File: src/rtl/bju_pkg.sv
// Shared types and helpers for the branch/jump resolution unit.
//   br_func3_e  : branch condition encodings carried in func3
//   bht_ctr_t   : 2-bit saturating branch-history counter
//   BHT_WNT     : weakly-not-taken counter value loaded at reset
//   BHT_MAX     : strongly-taken counter value (saturation ceiling)
//   sat_inc/dec : saturating counter update helpers
package bju_pkg;

   typedef enum logic [2:0] {
      BEQ  = 3'b000,
      BNE  = 3'b001,
      BLT  = 3'b100,
      BGE  = 3'b101,
      BLTU = 3'b110,
      BGEU = 3'b111
   } br_func3_e;

   typedef logic [1:0] bht_ctr_t;

   localparam bht_ctr_t BHT_WNT = 2'b01;
   localparam bht_ctr_t BHT_MAX = 2'b11;

   function automatic bht_ctr_t sat_inc(input bht_ctr_t c);
      return (c == BHT_MAX) ? c : c + 2'd1;
   endfunction

   function automatic bht_ctr_t sat_dec(input bht_ctr_t c);
      return (c == '0) ? c : c - 2'd1;
   endfunction

endpackage

File: src/rtl/bht_table.sv
// Branch history table: array of 2-bit saturating counters indexed by
// pc[$clog2(BHT_DEPTH)+1:2].
//   clk, rst_n  : clock, synchronous active-low reset (all entries -> BHT_WNT)
//   lkp_pc      : lookup PC from the IFU
//   lkp_taken   : MSB of the indexed counter, combinational
//   upd_en      : apply one counter update this cycle
//   upd_pc      : PC of the resolved branch being trained
//   upd_taken   : resolved direction (increment if 1, decrement if 0)
// A lookup that hits the entry being updated in the same cycle sees the
// value held before the update, since the update lands at the clock edge.
module bht_table
   import bju_pkg::*;
#(
   parameter int unsigned XLEN      = 64,
   parameter int unsigned BHT_DEPTH = 64
) (
   input  logic            clk,
   input  logic            rst_n,
   input  logic [XLEN-1:0] lkp_pc,
   output logic            lkp_taken,
   input  logic            upd_en,
   input  logic [XLEN-1:0] upd_pc,
   input  logic            upd_taken
);

   localparam int unsigned IDX_W = $clog2(BHT_DEPTH);

   bht_ctr_t         ctr [BHT_DEPTH];
   logic [IDX_W-1:0] lkp_idx;
   logic [IDX_W-1:0] upd_idx;

   // Only the index field of the PCs selects an entry.
   logic unused_pc_bits;

   assign lkp_idx = lkp_pc[IDX_W+1:2];
   assign upd_idx = upd_pc[IDX_W+1:2];
   assign unused_pc_bits = ^{lkp_pc[XLEN-1:IDX_W+2], lkp_pc[1:0],
                             upd_pc[XLEN-1:IDX_W+2], upd_pc[1:0]};

   always_ff @(posedge clk) begin
      if (!rst_n) begin
         for (int unsigned i = 0; i < BHT_DEPTH; i++) begin
            ctr[i] <= BHT_WNT;
         end
      end else if (upd_en) begin
         ctr[upd_idx] <= upd_taken ? sat_inc(ctr[upd_idx]) : sat_dec(ctr[upd_idx]);
      end
   end

   assign lkp_taken = ctr[lkp_idx][1];

endmodule

File: src/rtl/bju_pred.sv
// EX-stage branch/jump resolution unit.
// Resolves jal/jalr/br/syscall, compares against the IFU prediction and
// raises a registered redirect only on a mispredict. Owns the BHT the IFU
// reads combinationally and keeps branch / mispredict perf counters.
//   clk, rst_n              : clock, synchronous active-low reset
//   in_vld / in_rdy         : op offered from decode / unit can accept
//   jal, jalr, br, syscall  : op class, one-hot or all zero
//   func3                   : branch condition
//   pc, src1, src2, imm     : operands
//   rcsr                    : trap/return target for syscall
//   pred_taken, pred_pc     : IFU prediction for this op
//   flush                   : kill incoming op and any pending redirect
//   redir_vld/rdy, redir_pc : redirect handshake to IFU, correct next PC
//   res_vld, res_mispred    : one-cycle result pulse, mispredict flag
//   link_val                : pc+4 for the rd write
//   lkp_pc, lkp_taken       : IFU BHT lookup
//   br_cnt, mis_cnt         : resolved-branch / mispredict counts (wrap)
module bju_pred
   import bju_pkg::*;
#(
   parameter int unsigned XLEN      = 64,
   parameter int unsigned BHT_DEPTH = 64,
   parameter int unsigned CNT_W     = 32
) (
   input  logic             clk,
   input  logic             rst_n,
   input  logic             in_vld,
   output logic             in_rdy,
   input  logic             jal,
   input  logic             jalr,
   input  logic             br,
   input  logic             syscall,
   input  logic [2:0]       func3,
   input  logic [XLEN-1:0]  pc,
   input  logic [XLEN-1:0]  src1,
   input  logic [XLEN-1:0]  src2,
   input  logic [XLEN-1:0]  imm,
   input  logic [XLEN-1:0]  rcsr,
   input  logic             pred_taken,
   input  logic [XLEN-1:0]  pred_pc,
   input  logic             flush,
   output logic             redir_vld,
   input  logic             redir_rdy,
   output logic [XLEN-1:0]  redir_pc,
   output logic             res_vld,
   output logic             res_mispred,
   output logic [XLEN-1:0]  link_val,
   input  logic [XLEN-1:0]  lkp_pc,
   output logic             lkp_taken,
   output logic [CNT_W-1:0] br_cnt,
   output logic [CNT_W-1:0] mis_cnt
);

   logic            op_any;
   logic            accept;
   logic            br_cond;
   logic            taken;
   logic            mispred;
   logic [XLEN-1:0] link_pc;
   logic [XLEN-1:0] jalr_sum;
   logic [XLEN-1:0] target;
   logic [XLEN-1:0] actual_pc;

   // ------------------------------------------------------------------
   // Resolve
   // ------------------------------------------------------------------
   assign op_any = jal | jalr | br | syscall;
   assign in_rdy = ~redir_vld;
   assign accept = in_vld & in_rdy & ~flush & op_any;

   always_comb begin
      br_cond = 1'b0;
      case (br_func3_e'(func3))
         BEQ:     br_cond = (src1 == src2);
         BNE:     br_cond = (src1 != src2);
         BLT:     br_cond = ($signed(src1) <  $signed(src2));
         BGE:     br_cond = ($signed(src1) >= $signed(src2));
         BLTU:    br_cond = (src1 <  src2);
         BGEU:    br_cond = (src1 >= src2);
         default: br_cond = 1'b0;
      endcase
   end

   assign taken    = jal | jalr | syscall | (br & br_cond);
   assign link_pc  = pc + XLEN'(4);
   assign jalr_sum = src1 + imm;

   always_comb begin
      target = pc + imm;
      if (jalr) begin
         target = {jalr_sum[XLEN-1:1], 1'b0};
      end else if (syscall) begin
         target = rcsr;
      end
   end

   assign actual_pc = taken ? target : link_pc;
   // A correctly predicted not-taken op has nothing to compare on the target.
   assign mispred   = (taken != pred_taken) | (taken & (target != pred_pc));

   // ------------------------------------------------------------------
   // Result pulse
   // ------------------------------------------------------------------
   always_ff @(posedge clk) begin
      if (!rst_n) begin
         res_vld     <= 1'b0;
         res_mispred <= 1'b0;
         link_val    <= '0;
      end else begin
         res_vld     <= accept;
         res_mispred <= accept & mispred;
         if (accept) begin
            link_val <= link_pc;
         end
      end
   end

   // ------------------------------------------------------------------
   // Redirect: held stable until handshake or flush. accept is already
   // blocked while pending, so set and clear never coincide.
   // ------------------------------------------------------------------
   always_ff @(posedge clk) begin
      if (!rst_n) begin
         redir_vld <= 1'b0;
         redir_pc  <= '0;
      end else if (flush) begin
         redir_vld <= 1'b0;
      end else if (redir_vld && redir_rdy) begin
         redir_vld <= 1'b0;
      end else if (accept && mispred) begin
         redir_vld <= 1'b1;
         redir_pc  <= actual_pc;
      end
   end

   // ------------------------------------------------------------------
   // Perf counters
   // ------------------------------------------------------------------
   always_ff @(posedge clk) begin
      if (!rst_n) begin
         br_cnt  <= '0;
         mis_cnt <= '0;
      end else begin
         br_cnt  <= br_cnt  + CNT_W'(accept & br);
         mis_cnt <= mis_cnt + CNT_W'(accept & mispred);
      end
   end

   // ------------------------------------------------------------------
   // Branch history table
   // ------------------------------------------------------------------
   bht_table #(
      .XLEN      (XLEN),
      .BHT_DEPTH (BHT_DEPTH)
   ) u_bht (
      .clk       (clk),
      .rst_n     (rst_n),
      .lkp_pc    (lkp_pc),
      .lkp_taken (lkp_taken),
      .upd_en    (accept & br),
      .upd_pc    (pc),
      .upd_taken (br_cond)
   );

endmodule

File: config.mk
export PLATFORM = sky130hd
export DESIGN_NAME = bju_pred
export DESIGN_NICKNAME = d
export VERILOG_FILES = /design/src/rtl/bju_pkg.sv /design/src/rtl/bht_table.sv /design/src/rtl/bju_pred.sv
export SDC_FILE = /design/constraint.sdc
export NUM_CORES = 1
export LEC_CHECK = 0
export ABC_AREA = 0
export ABC_CLOCK_PERIOD_IN_PS = 10740
export BUFFER_PORTS_ARGS = -buffer_cell sky130_fd_sc_hd__buf_2
export CELL_PAD_IN_SITES_DETAIL_PLACEMENT = 0
export CELL_PAD_IN_SITES_GLOBAL_PLACEMENT = 1
export CORE_AREA = 2 2 266 268
export DETAILED_ROUTE_END_ITERATION = 6
export DIE_AREA = 0 0 268 270
export PLACE_DENSITY_LB_ADDON = 0.3
export RECOVER_POWER = 100
export SKIP_CTS_REPAIR_TIMING = 1
export SLEW_MARGIN = 5
export SYNTH_ARGS = -nofsm -noshare
export SYNTH_HDL_FRONTEND = slang
export SYNTH_HIERARCHICAL = 1
export SYNTH_SLANG_ARGS = --single-unit
File: constraint.sdc
create_clock -name clk -period 10.74 [get_ports clk]
set_input_delay 0.537 -clock clk [delete_from_list [all_inputs] [get_ports clk]]
set_output_delay 0.537 -clock clk [all_outputs]
set_load 0.005 [all_outputs]
==> run summary, run 1 <==
Clk_lat worst skew: 0.57 ns
Total gr overflow: 0
First-pass GRT wire length: 202.8 mm
Place WS: 2.939 ns
DIE HEIGHT: 270 um
CP Capture Type: flip-flop
Reg2Reg Depth: 5
Net switching power: 1.503 mW
EDFF count, synth: 128
Initial antenna violation count: 29
Unrepaired setup endpoints after global routing: no
Area of the multi-input gates: 20890 sq um
Synth warn: 6
Relative slew slack: -131.4%
Max Clock Freq: 110.1 MHz
Fin crit share: 84.57%
First DRT Iteration DRCs: 3903
# nets final: 4978
Critical path peak fanout: 45
H-Tree Depth: 1
Placed Cells: 5230
Reg2Reg Capture Point: link_val[1]$_SDFFE_PN0P_
Fin Setup TNS: 0 ns
Comb power frac: 37.0%
Layout area overhead: 13.82%
Synth Cell Area: 30240 sq um
Port Buffers: 599
Die ar.: 72360 sq um
Yosys cell types: 101
Final hold viol count: 0
Ys flop type: dfxtp_1
Fin worst setup slack: 1.658 ns
Routability cong.: 1.030
Final setup viols: 0
Reg2Reg Setup Slack: 5.16 ns
Max IR drop VDD: 91.26 uV
Max_cap viols: 9
Hold endpoint: redir_vld$_SDFFE_PP0P_
Hold Path Origin: flush
Core area: 69540 sq um
Register area share after synthesis: 25.62%
Internal power: 2.460 mW
Post-synthesis cell count: 3909
Final min period: 9.082 ns
Mean number of vias per cell: 6.317
I/O Pins: 658
Lkg Pwr: 13.49 nW
Wire per inst: 27.12 um
CTS max path bufs: 3
Avg Cell Area, Syn: 7.735 sq um
Number of synthesized register bits: 323
Flop pwr share: 34.1%
Slew Viols, Final: 390
Antenna-violating nets left: 0
Failing checks: design-rule violations, max-capacitance violations, max-slew violations
Area occupied by registers: 7747 sq um
Critical path type: in2reg
Hold Path Stages: 2
Total CTS buffers: 29
Clock Skew: 0.01569 ns
Dpl hpwl: 116.8 mm
Clk sink count: 323
Total Routing Usage GR: 37.64%
TritonCTS clock tree: yes
Data required, critical path: 11.21 ns
Worst path arrival time: 9.55 ns
Drt drc: 9
CTS Root Buffer Type: clkbuf_16
Die X-Extent: 268 um
Pwr/cell area: 115.1 nW/um^2
Final wirelength: 143.6 mm
Sw Share: 37.93%
Post-synth ARST share: 0%
Largest net degree at the start of global routing: 86
Crit start category: input port
TritonRoute pass-1 iters: 7
Layout cell share with drive strength beyond 1: 13.91%
Via count: 33450
Launching point of the worst reg2reg path: redir_vld$_SDFFE_PP0P_
Post-layout power: 3.963 mW
Syn nets: 4566
Clock share of power: 28.9%
Non-Filler Instances: 5295
Std cell rows: 97
CTS clock-pin slew for the worst setup and hold paths: 0.07 ns
Status: complete, but fails checks
Hold/Removal Path Class: in2reg
Initial Util: 43.48%
Fillers: 7271
Worst-margin pin slew: 3.471 ns
Fin util: 49.49%
Vias in the first global route: 30360
==> power by group through the flow <==
| stage | combinational (mW) | clock [mW] | sequential (mW) |
|---|---|---|---|
| after floorplan | 0.872 | 0 | 1.37 |
| after global placement | 1.42 | 0 | 1.37 |
| after detailed placement | 1.42 | 0 | 1.38 |
| after CTS | 1.43 | 1.16 | 1.35 |
| after global routing | 1.55 | 1.21 | 1.35 |
| final | 1.47 | 1.15 | 1.35 |
==> kinds of logic after synthesis <==
logic type,synth area share [%]
compound gates,22.40
xor+xnor,6.563
fa+ha+maj,8.230
buf+inv,5.367
flops,25.62
mux,7.254
simple gates,24.57
==> placed cells by master (no fill, tap or decap), types with 29 or more instances in the layout <==
master	n
nand2_1	517
buf_2	439
nor2_1	376
a21oi_1	260
dfxtp_1	195
ha_1	194
o21ai_0	191
nand3_1	185
clkbuf_1	172
nand4_1	137
mux2i_1	137
xor2_1	133
inv_1	128
edfxtp_1	128
nor3_1	114
a211oi_1	107
xnor2_1	91
o211ai_1	55
and3_1	49
a21o_1	35
o21a_1	34
clkbuf_16	34
nor4_1	30
or3_1	29
==> area by class of cell <==
type | count | share of cell area (%)
sequential | 323 | 22.51
multi-input combinational | 3202 | 60.69
clock inverter | 9 | 0.3926
timing repair buffer | 634 | 8.830
antenna | 12 | 0.08725
tap | 940 | 3.417
inverter | 131 | 1.436
clock buffer | 44 | 2.639
==> state kept, by name (all words and copies together), names as in the netlist <==
signal,count
br_cnt,32
link_val,64
mis_cnt,32
redir_pc,64
redir_vld,1
res_mispred,1
res_vld,1
u_bht/ctr,128
==> per-layer routing <==
layer | wire length, um | global-route usage (%) | share of wire (%) | up-vias
met4 | 7938 | 17.26 | 5.5 | 36
met3 | 15850 | 9.719 | 11 | 318
met1 | 57960 | 49.91 | 40 | 15850
met5 | 243 | 0 | 0.17 | -
met2 | 61600 | 57.04 | 43 | 1879
li1 | - | - | - | 15370
==> worst max-delay path by stage <==
| stage | from | to | slack (ns) | cells past startpoint |
|---|---|---|---|---|
| floorplan | src1[1] | mis_cnt[14]$_SDFF_PN0_ | 5.52 | 23 |
| global placement | imm[1] | mis_cnt[30]$_SDFF_PN0_ | 3.00 | 24 |
| detailed placement | imm[1] | mis_cnt[30]$_SDFF_PN0_ | 2.94 | 24 |
| CTS | imm[1] | mis_cnt[30]$_SDFF_PN0_ | 3.49 | 24 |
| global route | syscall | redir_pc[19]$_SDFFE_PN0P_ | 1.53 | 15 |
| finish | syscall | redir_pc[19]$_SDFFE_PN0P_ | 1.66 | 15 |
==> synth_stat cells, types with 25 or more instances <==
master | n | share of area (%)
and3_1 | 49 | 1.0
edfxtp_1 | 128 | 13
nand2_1 | 517 | 6.4
xor2_1 | 133 | 3.9
buf_2 | 46 | 0.76
xnor2_1 | 91 | 2.6
inv_1 | 129 | 1.6
mux2i_1 | 137 | 4.5
a221oi_1 | 25 | 0.72
nor2_1 | 378 | 4.7
o21a_1 | 34 | 0.84
a211oi_1 | 107 | 2.7
mux4_2 | 27 | 2.0
o211ai_1 | 55 | 1.4
a21o_1 | 35 | 0.87
nor4_1 | 30 | 0.62
ha_1 | 194 | 8.0
nor3_1 | 114 | 1.9
nand3_1 | 185 | 3.1
dfxtp_1 | 195 | 13
or3_1 | 29 | 0.60
clkbuf_1 | 164 | 2.0
o21ai_0 | 190 | 3.1
nand4_1 | 137 | 2.8
a21oi_1 | 260 | 4.3
==> per-stage QoR <==
step | instance area (sq um) | hold slack, ns
2_1_floorplan | 30240 | 0.4544
3_3_place_gp | 33580 | 0.4447
3_5_place_dp | 33580 | 0.4490
4_1_cts | 34620 | 0.1351
5_1_grt | 34390 | 0.1427
6_report | 34420 | 0.1549
==> critical path, cell delays in order <==
cell,delay [ns]
clkbuf_1,1.29
clkinv_1,0.20
clkbuf_1,0.69
nand2_1,0.96
clkbuf_1,0.95
nor2_1,0.11
o21a_1,0.15
a2111o_1,0.37
a2111oi_0,0.84
nand4_1,0.33
nor4_1,0.39
nand2_1,0.15
o21ai_4,0.80
clkbuf_2,1.27
mux2_1,0.38
Power figures use the tool's default switching activity.
==> inputs of run 2 (changes only) <==
--- a/config.mk
+++ b/config.mk
@@ -6,13 +6,13 @@
 export NUM_CORES = 1
 export LEC_CHECK = 0
 export ABC_AREA = 0
-export ABC_CLOCK_PERIOD_IN_PS = 10740
+export ABC_CLOCK_PERIOD_IN_PS = 8700
 export BUFFER_PORTS_ARGS = -buffer_cell sky130_fd_sc_hd__buf_2
 export CELL_PAD_IN_SITES_DETAIL_PLACEMENT = 0
 export CELL_PAD_IN_SITES_GLOBAL_PLACEMENT = 1
-export CORE_AREA = 2 2 266 268
+export CORE_AREA = 2 2 275 277
 export DETAILED_ROUTE_END_ITERATION = 6
-export DIE_AREA = 0 0 268 270
+export DIE_AREA = 0 0 277 279
 export PLACE_DENSITY_LB_ADDON = 0.3
 export RECOVER_POWER = 100
 export SKIP_CTS_REPAIR_TIMING = 1
==> constraint.sdc (replaced) <==
create_clock -name clk -period 8.7 [get_ports clk]
set_input_delay 0.435 -clock clk [delete_from_list [all_inputs] [get_ports clk]]
set_output_delay 0.435 -clock clk [all_outputs]
set_load 0.005 [all_outputs]
==> run summary, run 2 (same netlist as run 1, synthesis figures left out) <==
Pwr/cell area: 140.3 nW/um^2
Crit start category: input port
CP cell instances: buf_4 > inv_1 > nand2_1 > clkbuf_1 > o21ai_0 > or3_1 > a2111oi_0 > nand4_1 > nor4_1 > nand2_1 > o21ai_0 > buf_4 > clkbuf_2 > mux2_1
Core area: 74070 sq um
Port Buffers: 599
Initial antenna violation count: 31
Total Routing Usage GR: 35.24%
First DRT Iteration DRCs: 3826
Mean number of vias per cell: 6.218
Critical path type: in2reg
Total gr overflow: 0
Hold Path Stages: 2
Reg2Reg Setup Slack: 3.44 ns
H-Tree Depth: 1
Worst path arrival time: 8.20 ns
CP Capture Type: flip-flop
Lkg Pwr: 13.51 nW
Max_cap viols: 6
Antenna-violating nets left: 0
Dpl hpwl: 118.1 mm
Clock Skew: 0.04362 ns
Non-Filler Instances: 5330
Fin Setup TNS: 0 ns
Layout cell share with drive strength beyond 1: 14.12%
Fillers: 7673
Max IR drop VDD: 156.1 uV
First-pass GRT wire length: 203.6 mm
Relative slew slack: -85.31%
Layout area overhead: 13.85%
# nets final: 4981
Total CTS buffers: 31
Worst-margin pin slew: 2.780 ns
Launching point of the worst reg2reg path: u_bht/ctr[31][0]$_SDFFCE_PN1P_
TritonCTS clock tree: yes
Fin util: 46.47%
Failing checks: max-capacitance violations, max-slew violations
Crit-path slowest cell: clkbuf_1
Most frequent cells in the layout: nand2_1, buf_2, nor2_1
Via count: 33140
Final hold viol count: 0
CTS clock-pin slew for the worst setup and hold paths: 0.07 ns
Largest net degree at the start of global routing: 89
Top flop regs: u_bht/ctr (128), link_val (64), redir_pc (64)
CTS Root Buffer Type: clkbuf_16
Wire per inst: 27.05 um
Placed Cells: 5260
Status: complete, but fails checks
Clk_lat worst skew: 0.60 ns
Clk sink count: 323
Max Clock Freq: 129.6 MHz
CTS max path bufs: 3
Slew Viols, Final: 208
Initial Util: 40.82%
Final wirelength: 144.2 mm
Vias in the first global route: 29850
I/O Pins: 658
Crit path from: jalr
Hold Path Origin: flush
Die ar.: 77280 sq um
TritonRoute pass-1 iters: 6
Fin crit share: 88.70%
DIE HEIGHT: 279 um
Largest Register: u_bht/ctr
Std cell rows: 100
Data required, critical path: 9.19 ns
Final min period: 7.717 ns
Reg2Reg Capture Point: u_bht/ctr[56][1]$_SDFFCE_PN0P_
Hold endpoint: redir_vld$_SDFFE_PP0P_
Drt drc: 0
Max reg flops: 128
Routability cong.: 1.025
CP max stage delay: 1.16 ns
Critical path peak fanout: 46
Reg2Reg Depth: 8
Unrepaired setup endpoints after global routing: no
Hold/Removal Path Class: in2reg
Final setup viols: 0
Most common cell after layout, fill and taps aside: nand2_1
Die X-Extent: 277 um
==> run 2: changes by cell type in the layout (fill, tap and decap cells not counted), sizes merged <==
cell    change
inv         +2
clkinv      +3
diode       +2
buf         +4
clkbuf      -3
bufinv      -2
==> run 2: layer usage <==
metal  vias to the layer above  track usage [%]  part of all wire (%)
li1                      15390                -                     -
met1                     15570            46.67                    41
met2                      1844            54.55                    43
met3                       298            9.271                    11
met4                        40            14.01                   4.7
met5                         -                0                  0.17
==> run 2: area by class of cell <==
class / count / area, sq um / area share, %
antenna: 14 / 35.03 / 0.1018
sequential: 323 / 7747 / 22.51
multi-input combinational: 3202 / 20880 / 60.66
clock buffer: 44 / 897.1 / 2.606
tap: 969 / 1212 / 3.522
timing repair buffer: 635 / 3053 / 8.869
inverter: 131 / 494.2 / 1.436
clock inverter: 12 / 103.9 / 0.3017
==> run 2: worst max-delay path by stage <==
| stage | endpoint | slack [ns] |
|---|---|---|
| final | redir_pc[19]$_SDFFE_PN0P_ | 0.98 |
| after global routing | redir_pc[19]$_SDFFE_PN0P_ | 0.93 |
| after CTS | redir_pc[19]$_SDFFE_PN0P_ | 2.38 |
| after detailed placement | redir_pc[19]$_SDFFE_PN0P_ | 1.78 |
| after global placement | redir_pc[19]$_SDFFE_PN0P_ | 1.82 |
| after floorplan | mis_cnt[14]$_SDFF_PN0_ | 3.58 |
==> run 2: where the power goes <==
group / switching (mW) / internal, mW / total [mW] / leakage, nW
registers: 0.0356 / 1.63 / 1.67 / 2.73
logic: 1.22 / 0.592 / 1.81 / 10.3
clock network: 0.608 / 0.749 / 1.36 / 0.507
==> run 2: stage by stage <==
step                total power [mW]  setup WS (ns)  area [sq um]  hold WS, ns
finish                         4.831         0.9828         34420      0.06279
global route                   5.016         0.9301         34400      0.05685
CTS                            4.808          2.376         34630      0.03611
detailed placement             3.459          1.783         33630       0.4490
global placement               3.459          1.825         33630       0.4438
floorplan                      2.768          3.579         30240       0.4544
==> run 2: critical path: cells and delay by family <==
| kind | cells | cell delay (ns) |
|---|---|---|
| buf+inv | 5 | 3.86 |
| compound gates | 3 | 1.61 |
| simple gates | 5 | 1.77 |
| mux | 1 | 0.38 |
